File: config.mk
export PLATFORM = sky130hd
export DESIGN_NAME = fetch_stage_flat
export DESIGN_NICKNAME = d
export VERILOG_FILES = /design/src/rtl/fetch_stage_if.sv /design/src/rtl/fetch_stage.sv /design/src/flat_wrapper.sv
export SDC_FILE = /design/constraint.sdc
export NUM_CORES = 1
export LEC_CHECK = 0
export CORE_UTILIZATION = 45
export DETAILED_ROUTE_END_ITERATION = 12
export GPL_TIMING_DRIVEN = 0
export PLACE_DENSITY = 0.77
export SETUP_SLACK_MARGIN = 0.05
export SKIP_LAST_GASP = 1
export SLEW_MARGIN = 20
export SYNTH_ARGS = -nofsm -noshare
export SYNTH_HDL_FRONTEND = slang
export SYNTH_SLANG_ARGS = --single-unit
File: constraint.sdc
create_clock -name clk -period 3.3 [get_ports clk]
set_clock_uncertainty 0.15 [all_clocks]
set_input_delay 0.825 -clock clk [delete_from_list [all_inputs] [get_ports clk]]
set_output_delay 0.825 -clock clk [all_outputs]
set_load 0.01 [all_outputs]
File: src/rtl/fetch_stage_if.sv
// Instruction-memory bus between the fetch stage (master) and the
// instruction memory (slave). One request per ImemReq strobe, at most
// one ImemValid response per request, never in the same cycle.
interface fetch_stage_if;
   logic        ImemReq;
   logic [63:0] ImemAddr;
   logic [31:0] ImemRdata;
   logic        ImemValid;

   modport master (
      output ImemReq,
      output ImemAddr,
      input  ImemRdata,
      input  ImemValid
   );

   modport slave (
      input  ImemReq,
      input  ImemAddr,
      output ImemRdata,
      output ImemValid
   );
endinterface

File: src/rtl/fetch_stage.sv
// Instruction-fetch stage plus IF/ID pipeline register.
// Owns the PC, keeps exactly one request in flight to a variable-latency
// instruction memory, and hands InstrD/PCD/PCPlus4D to decode. Stall holds
// the pipeline, flush inserts a bubble, and a taken branch/jump redirects
// the PC while any in-flight response is drained and thrown away.
module fetch_stage #(
   parameter logic [63:0] RESET_PC  = 64'h0000_0000_0000_0000,
   parameter logic [31:0] NOP_INSTR = 32'h0000_0013
) (
   input  logic                 clk,
   input  logic                 rst,
   input  logic                 StallF_i,
   input  logic                 FlushD_i,
   input  logic                 PCSrcE_i,
   input  logic [63:0]          PCTargetE_i,
   fetch_stage_if.master        imem,
   output logic [31:0]          InstrD_o,
   output logic [63:0]          PCD_o,
   output logic [63:0]          PCPlus4D_o,
   output logic                 ValidD_o
);

   // ISSUE : send a request for PCF this cycle
   // WAIT  : request in flight; a response may chain the next request
   // HOLD  : response arrived during a stall, parked in HoldBuf
   // DRAIN : redirected with a request in flight; swallow its response
   typedef enum logic [1:0] {
      S_ISSUE = 2'd0,
      S_WAIT  = 2'd1,
      S_HOLD  = 2'd2,
      S_DRAIN = 2'd3
   } state_e;

   // Sequential PC increment; wraps modulo 2^64 by construction.
   function automatic logic [63:0] pc_inc(input logic [63:0] pc);
      pc_inc = pc + 64'd4;
   endfunction

   state_e      state_q, state_d;
   logic [63:0] pcf_q, pcf_d;
   logic [31:0] hold_q, hold_d;

   logic [31:0] instr_d_q, instr_d_d;
   logic [63:0] pcd_q, pcd_d;
   logic [63:0] pcplus4d_q, pcplus4d_d;
   logic        valid_d_q, valid_d_d;

   logic [63:0] pcf_plus4_s;
   logic [63:0] target_s;
   logic        req_s;
   logic [63:0] addr_s;
   logic        deliver_s;
   logic [31:0] deliver_instr_s;

   assign pcf_plus4_s = pc_inc(pcf_q);
   // Instructions are word aligned; low two target bits are ignored.
   assign target_s    = PCTargetE_i & ~64'd3;

   // Fetch FSM: next state, next PC, hold buffer and memory request.
   always_comb begin
      state_d         = state_q;
      pcf_d           = pcf_q;
      hold_d          = hold_q;
      req_s           = 1'b0;
      addr_s          = pcf_q;
      deliver_s       = 1'b0;
      deliver_instr_s = NOP_INSTR;
      case (state_q)
         S_ISSUE: begin
            // The request goes out even on a redirect; DRAIN absorbs it.
            req_s = 1'b1;
            if (PCSrcE_i) begin
               pcf_d   = target_s;
               state_d = S_DRAIN;
            end else begin
               state_d = S_WAIT;
            end
         end
         S_WAIT: begin
            if (!imem.ImemValid) begin
               if (PCSrcE_i) begin
                  pcf_d   = target_s;
                  state_d = S_DRAIN;
               end else begin
                  state_d = S_WAIT;
               end
            end else if (PCSrcE_i) begin
               // Response is consumed and dropped; nothing left in flight.
               pcf_d   = target_s;
               state_d = S_ISSUE;
            end else if (StallF_i) begin
               hold_d  = imem.ImemRdata;
               state_d = S_HOLD;
            end else begin
               // Deliver and chain the next request in the same cycle.
               deliver_s       = 1'b1;
               deliver_instr_s = imem.ImemRdata;
               pcf_d           = pcf_plus4_s;
               req_s           = 1'b1;
               addr_s          = pcf_plus4_s;
               state_d         = S_WAIT;
            end
         end
         S_HOLD: begin
            if (PCSrcE_i) begin
               // Parked word belongs to the wrong path; abandon it.
               pcf_d   = target_s;
               state_d = S_ISSUE;
            end else if (!StallF_i) begin
               deliver_s       = 1'b1;
               deliver_instr_s = hold_q;
               pcf_d           = pcf_plus4_s;
               state_d         = S_ISSUE;
            end else begin
               state_d = S_HOLD;
            end
         end
         S_DRAIN: begin
            if (PCSrcE_i) begin
               pcf_d = target_s;
            end else begin
               pcf_d = pcf_q;
            end
            // Leave as soon as the stale response is swallowed so the
            // bus can never be left without a request in flight.
            if (imem.ImemValid) begin
               state_d = S_ISSUE;
            end else begin
               state_d = S_DRAIN;
            end
         end
         default: begin
            state_d = S_ISSUE;
         end
      endcase
   end

   // IF/ID next value: flush beats delivery, delivery beats stall.
   always_comb begin
      instr_d_d  = instr_d_q;
      pcd_d      = pcd_q;
      pcplus4d_d = pcplus4d_q;
      valid_d_d  = valid_d_q;
      if (FlushD_i) begin
         instr_d_d = NOP_INSTR;
         valid_d_d = 1'b0;
      end else if (deliver_s) begin
         instr_d_d  = deliver_instr_s;
         pcd_d      = pcf_q;
         pcplus4d_d = pcf_plus4_s;
         valid_d_d  = 1'b1;
      end else if (StallF_i) begin
         instr_d_d = instr_d_q;
         valid_d_d = valid_d_q;
      end else begin
         // Nothing arrived: bubble, but keep the last PC for debug/trace.
         instr_d_d = NOP_INSTR;
         valid_d_d = 1'b0;
      end
   end

   // State, PC, hold buffer and IF/ID registers with synchronous reset.
   always_ff @(posedge clk) begin
      if (rst) begin
         state_q    <= S_ISSUE;
         pcf_q      <= RESET_PC;
         hold_q     <= 32'h0000_0000;
         instr_d_q  <= NOP_INSTR;
         pcd_q      <= 64'h0000_0000_0000_0000;
         pcplus4d_q <= 64'h0000_0000_0000_0000;
         valid_d_q  <= 1'b0;
      end else begin
         state_q    <= state_d;
         pcf_q      <= pcf_d;
         hold_q     <= hold_d;
         instr_d_q  <= instr_d_d;
         pcd_q      <= pcd_d;
         pcplus4d_q <= pcplus4d_d;
         valid_d_q  <= valid_d_d;
      end
   end

   // The request must be combinational so a response can chain the next
   // fetch in the same cycle; it is masked while reset is held.
   assign imem.ImemReq  = req_s & ~rst;
   assign imem.ImemAddr = addr_s;

   assign InstrD_o   = instr_d_q;
   assign PCD_o      = pcd_q;
   assign PCPlus4D_o = pcplus4d_q;
   assign ValidD_o   = valid_d_q;

endmodule
File: src/flat_wrapper.sv
// flat-port wrapper written by rule: the top's interface ports become plain ports
module fetch_stage_flat 
#(
   parameter logic [63:0] RESET_PC  = 64'h0000_0000_0000_0000,
   parameter logic [31:0] NOP_INSTR = 32'h0000_0013
)
  (clk, rst, StallF_i, FlushD_i, PCSrcE_i, PCTargetE_i, InstrD_o, PCD_o, PCPlus4D_o, ValidD_o, imem_ImemReq, imem_ImemAddr, imem_ImemRdata, imem_ImemValid);
  fetch_stage_if imem_i ();
  input  logic clk;
  input  logic rst;
  input  logic StallF_i;
  input  logic FlushD_i;
  input  logic PCSrcE_i;
  input  logic [63:0] PCTargetE_i;
  output logic [31:0] InstrD_o;
  output logic [63:0] PCD_o;
  output logic [63:0] PCPlus4D_o;
  output logic ValidD_o;
  output wire logic [$bits(imem_i.ImemReq)-1:0] imem_ImemReq;
  output wire logic [$bits(imem_i.ImemAddr)-1:0] imem_ImemAddr;
  input wire logic [$bits(imem_i.ImemRdata)-1:0] imem_ImemRdata;
  input wire logic [$bits(imem_i.ImemValid)-1:0] imem_ImemValid;
  assign imem_ImemReq = imem_i.ImemReq;
  assign imem_ImemAddr = imem_i.ImemAddr;
  assign imem_i.ImemRdata = imem_ImemRdata;
  assign imem_i.ImemValid = imem_ImemValid;
  fetch_stage #(.RESET_PC(RESET_PC), .NOP_INSTR(NOP_INSTR)) u_core (.clk(clk), .rst(rst), .StallF_i(StallF_i), .FlushD_i(FlushD_i), .PCSrcE_i(PCSrcE_i), .PCTargetE_i(PCTargetE_i), .imem(imem_i), .InstrD_o(InstrD_o), .PCD_o(PCD_o), .PCPlus4D_o(PCPlus4D_o), .ValidD_o(ValidD_o));
endmodule
======== After elaboration in Yosys (flattened, before gate mapping) ========
Cells that the tools add are included.
storage, ports and cells
  flip-flop bits (word level) ............. 259
operators by class
  add/subtract/negate cells ............... 1
  equality and inequality tests ........... 4
  multiplexer cells ....................... 31
  bitwise gates (word level) .............. 4
  reductions and logical operators ........ 5
operators with widths
  operator                                                                count
  64-bit two-way mux                                                      7
  32-bit two-way mux                                                      7
  64-bit one-hot mux with 3 select lines                                  1
  64-bit by 3-bit adder with 64-bit output (second input constant)        1
  32-bit one-hot mux with 2 select lines                                  1
  2-bit two-way mux                                                       7
  2-bit one-hot mux with 4 select lines                                   1
  1-bit two-way mux                                                       5
  2-bit equality test (second input constant)                             2
  1-bit one-hot mux with 2 select lines                                   2
  4-bit AND reduction                                                     1
  2-bit OR reduction                                                      2
  1-bit inverter                                                          3
  2-bit by 1-bit equality test with 1-bit output (second input constant)  1
  2-bit logical NOT                                                       1
  2-bit by 1-bit != test with 1-bit output (second input constant)        1
  2-bit AND reduction                                                     1
  1-bit AND                                                               1

======== Longest topological paths before layout ========
  depth after elaboration ................. 5
  depth in mapped cells ................... 10
  mapped depth without buffers ............ 8

======== Worst setup path before layout ========
OpenSTA, ideal clock, no wires.
  path kind ............................... input port to output port
  start ................................... input port imem_ImemValid
  end ..................................... output port imem_ImemAddr[15]
  data arrival time ....................... 2420 ps
  data required time ...................... 2325 ps
  slack ................................... -95 ps
  stages on the path ...................... 7
  cell sequence ........................... clkbuf_1 > nand2_1 > nor2_1 > clkbuf_1 > buf_1 > nand2_1 > xnor2_1
on the way
  word-level cells in the longest chain between the ends .. 2
ends and longest elaborated chain
  item                RTL line            source
  from (decl)         flat_wrapper.sv:22  input wire logic [$bits(imem_i.ImemValid)-1:0] imem_ImemValid;
  64-bit two-way mux  fetch_stage.sv:80   if (!imem.ImemValid) begin
  64-bit two-way mux  fetch_stage.sv:68   case (state_q)
  to (decl)           flat_wrapper.sv:20  output wire logic [$bits(imem_i.ImemAddr)-1:0] imem_ImemAddr;
Every way passes these cells.

======== Final worst setup path ========
  start ................................... register u_core.pcf_q[5]
  end ..................................... output port imem_ImemAddr[16]
on the way
  word-level cells in the longest chain between the ends .. 5
ends and longest elaborated chain
  item                                      RTL line            source
  from (decl)                               fetch_stage.sv:40   logic [63:0] pcf_q, pcf_d;
  from (signal assigned)                    fetch_stage.sv:174  pcf_q <= pcf_d;
  64-bit by 3-bit adder with 64-bit output  fetch_stage.sv:36   pc_inc = pc + 64'd4;
  64-bit two-way mux                        n/a
  64-bit two-way mux                        fetch_stage.sv:87   end else if (PCSrcE_i) begin
  64-bit two-way mux                        fetch_stage.sv:80
  64-bit two-way mux                        fetch_stage.sv:68
Every way passes these cells.

==> impl_metrics.ini <==
[global_routing]
grt_pass1_vias = 14900
grt_pass1_wl_mm = 85.8
grt_max_degree = 29
overflow = 0
grt_use_total_pct = 38.6
antenna_found_initial = 5

[worst_setup_path]
reg2regPathDepth = 8
r2r_setup_slack_ns = -0.08
reg2reg_from = u_core.state_q[1]
worstPathArrival_ns = 3.04
worstPathRequired_ns = 2.32
r2r-end = u_core.PCPlus4D_o[60]
crit_type = flip-flop to output port
crit_fanout = 4
startpoint_type = flip-flop
crit_path_end_kind = output port

[cts]
clkTransAtPathRegs_ns = 0.06
ctsHoldBuffers = 0
clkSinkCount = 257
tritoncts = yes
htreeDepth = 1
max-clock-path-buffers = 3
cts_buffers = 29
insertion_delay_ns = 0.58
cts-root-buf = clkbuf_16

[routing]
drc = 0
avgRoutedWirePerCell_um = 24.5
num_vias = 16200
totalWireLength_mm = 63.2
drt_iter0_markers = 2142
vias_per_cell = 6.29
dr.pass1.iters = 9
antenna_left = 0

[synthesis]
synth_ff_type = dfxtp_1
yosysUniqueCellTypes = 70
synth-async-reset-ratio_pct = 0
synth_edf_count = 0
synth_area_leader_cell = dfxtp_1
synth_cells = 1661
yosys_register_bits = 257
synth_top_area_share_pct = 39.7
netlist_area_mm2 = 0.0130
synth_area_leaders = dfxtp_1 (40%), nand2_1 (8.0%), a21oi_1 (7.0%), xnor2_1 (6.0%), nor2_1 (4.5%)
syn_area_per_cell_um2 = 7.81
seq_area_frac_synth_pct = 39.7
ys_warn_count = 0
syn_nets = 1769

[layout]
regArea_mm2 = 0.00519
finish.instance_area_mm2 = 0.0204
nNetsFinal = 2286
final_common_cell = clkdlybuf4s50_1
drive_gt1_share_pct = 25.7
area_growth_pct = 57.0
fillers = 2103
fin_cells = 2579
final_core_util_pct = 72.5
final_cell_mix = clkdlybuf4s50_1 (259), nand2_1 (254), dfxtp_1 (226)
multiInputGateArea_mm2 = 0.00799

[sta]
worst_pin_slew_ns = 1.20
layout_setup_ws_ns = -0.717
hold_viol = 0
max_freq_mhz = 249
rsz0062_at_grt = yes
fin_crit_ns = 4.02
min_period_over_period_pct = 122
drv_slew = 0
slew_headroom_pct = 17.9
finalSetupViolCount = 65

[placed_design]
dp.cells = 2364
dpl-instance-area_mm2 = 0.0167
gp_congestion = 0.977
dp_hpwl_mm = 38.8
numPortBuffers = 325

[power_and_ir_drop]
p_clk_share_pct = 41.1
power_frac_seq_pct = 37.4
p_int_w = 0.00625
vdd_drop_max_mv = 0.364
comb_power_share_pct = 21.5
p_per_area_mw_per_mm2 = 441
netSwitchingPower_w = 0.00274
power.share.switching_pct = 30.5
p_total_w = 0.00899
p_leak_nw = 7.80

[min_path]
worstHoldEndpoint = u_core.hold_q[17]
hold_path_class = flip-flop to flip-flop
hp-start = u_core.hold_q[17]
worstHoldPathCells = 2

[outcome]
outcome = finished with violations
violations = negative setup slack

[floorplanning]
boundaryPins = 328
coreArea_mm2 = 0.0281
die_h_um = 172
rows = 61
die_w_um = 172
die_area_mm2 = 0.0295
initial_core_util_pct = 46.2

[run]
cap_violations = 0
sequential cells by signal, summed over array words and instances, names as in the netlist:
| name | flops |
|---|---|
| u_core.PCD_o | 62 |
| u_core.PCPlus4D_o | 64 |
| u_core.hold_q | 32 |
| u_core.state_q | 2 |
| u_core.ValidD_o | 1 |
| u_core.pcf_q | 64 |
| u_core.InstrD_o | 32 |
layer usage:
metal,wire [µm],up-vias,track usage [%]
li1,-,6798,-
met1,22000,7545,47.7
met2,26800,1427,61.0
met3,9230,448,9.60
met4,5090,8,22.1
met5,55,-,0
power by group through the flow:
stage | Combinational, W | Sequential (W) | Clock, W
floorplan | 0.000903 | 0.00335 | 0
global placement | 0.00162 | 0.00335 | 0
detailed placement | 0.00164 | 0.00336 | 0
CTS | 0.00171 | 0.00334 | 0.00368
global route | 0.00198 | 0.00337 | 0.00381
finish | 0.00193 | 0.00336 | 0.00370
Yosys cell counts, types with 8 or more instances:
master and number:
inv_1 10, nand2_1 276, nor2_1 155, o31ai_1 8, xnor2_1 89, nand3_1 31
dfxtp_1 257, buf_2 23, clkbuf_1 112, xor2_1 58, a221oi_1 8, o21ai_0 74
o22ai_1 29, nand4_1 29, buf_4 12, a21oi_1 182, nor4_1 17, a22oi_1 56
nor3_1 44, a211oi_1 20, and3_1 19, buf_6 15, or3_1 12, a22o_1 30
buf_1 11
worst max path at each step:
stage                     from  slack [ns]  cells past startpoint                 to
6_report       u_core.pcf_q[5]       -0.72                     10  imem_ImemAddr[16]
5_1_grt        u_core.pcf_q[5]       -0.69                     10  imem_ImemAddr[16]
4_1_cts        u_core.pcf_q[2]       -0.38                     10  imem_ImemAddr[43]
3_5_place_dp          StallF_i       -2.15                      9  imem_ImemAddr[38]
3_3_place_gp          StallF_i       -2.13                      9  imem_ImemAddr[38]
2_1_floorplan   imem_ImemValid        0.06                      7  imem_ImemAddr[15]
logic make-up after synthesis:
| logic type | share of synthesized area (%) |
|---|---|
| AOI/OAI and AO/OA | 20.4 |
| and+or+nand+nor | 21.6 |
| muxes | 0.810 |
| buffers and inverters | 7.09 |
| xor gates and xnor gates | 9.92 |
| DFF | 39.7 |
| adders and majority gates | 0.579 |
critical path, stage by stage (launching register included):
cell	delay, ns
dfxtp_2	0.35
buf_6	0.11
nand3_4	0.13
buf_4	0.17
buf_6	0.11
buf_4	0.13
nor4b_4	0.27
nand4_1	0.18
nor3_2	0.20
xor2_1	0.54
buf_2	0.25
cell type report:
type | instances | area share, %
multi-input combinational | 1216 | 39.2
sequential | 257 | 25.5
timing repair buffer | 509 | 22.3
buffer | 154 | 5.14
clock buffer | 35 | 3.87
tap | 378 | 2.32
clock inverter | 18 | 1.44
inverter | 11 | 0.227
antenna | 1 | 0.0123
stage by stage:
step / hold WS [ns] / worst slack [ns] / TNS [ns]
CTS: 0.304 / -0.378 / -9.78
global placement: 0.291 / -2.13 / -237.01
floorplan: 0.286 / 0.0591 / 0
detailed placement: 0.295 / -2.15 / -240.67
finish: 0.303 / -0.717 / -17.81
global route: 0.316 / -0.686 / -18.05
timing repair:
action,in CTS,in global routing
endpoints found under the hold margin,0,0
endpoints found under the setup margin,198,115
buffers inserted,124,63
pin swaps,84,73
gates resized for setup,530,136
gates cloned,1,2
Note: power is estimated with default switching activity, not from simulation.
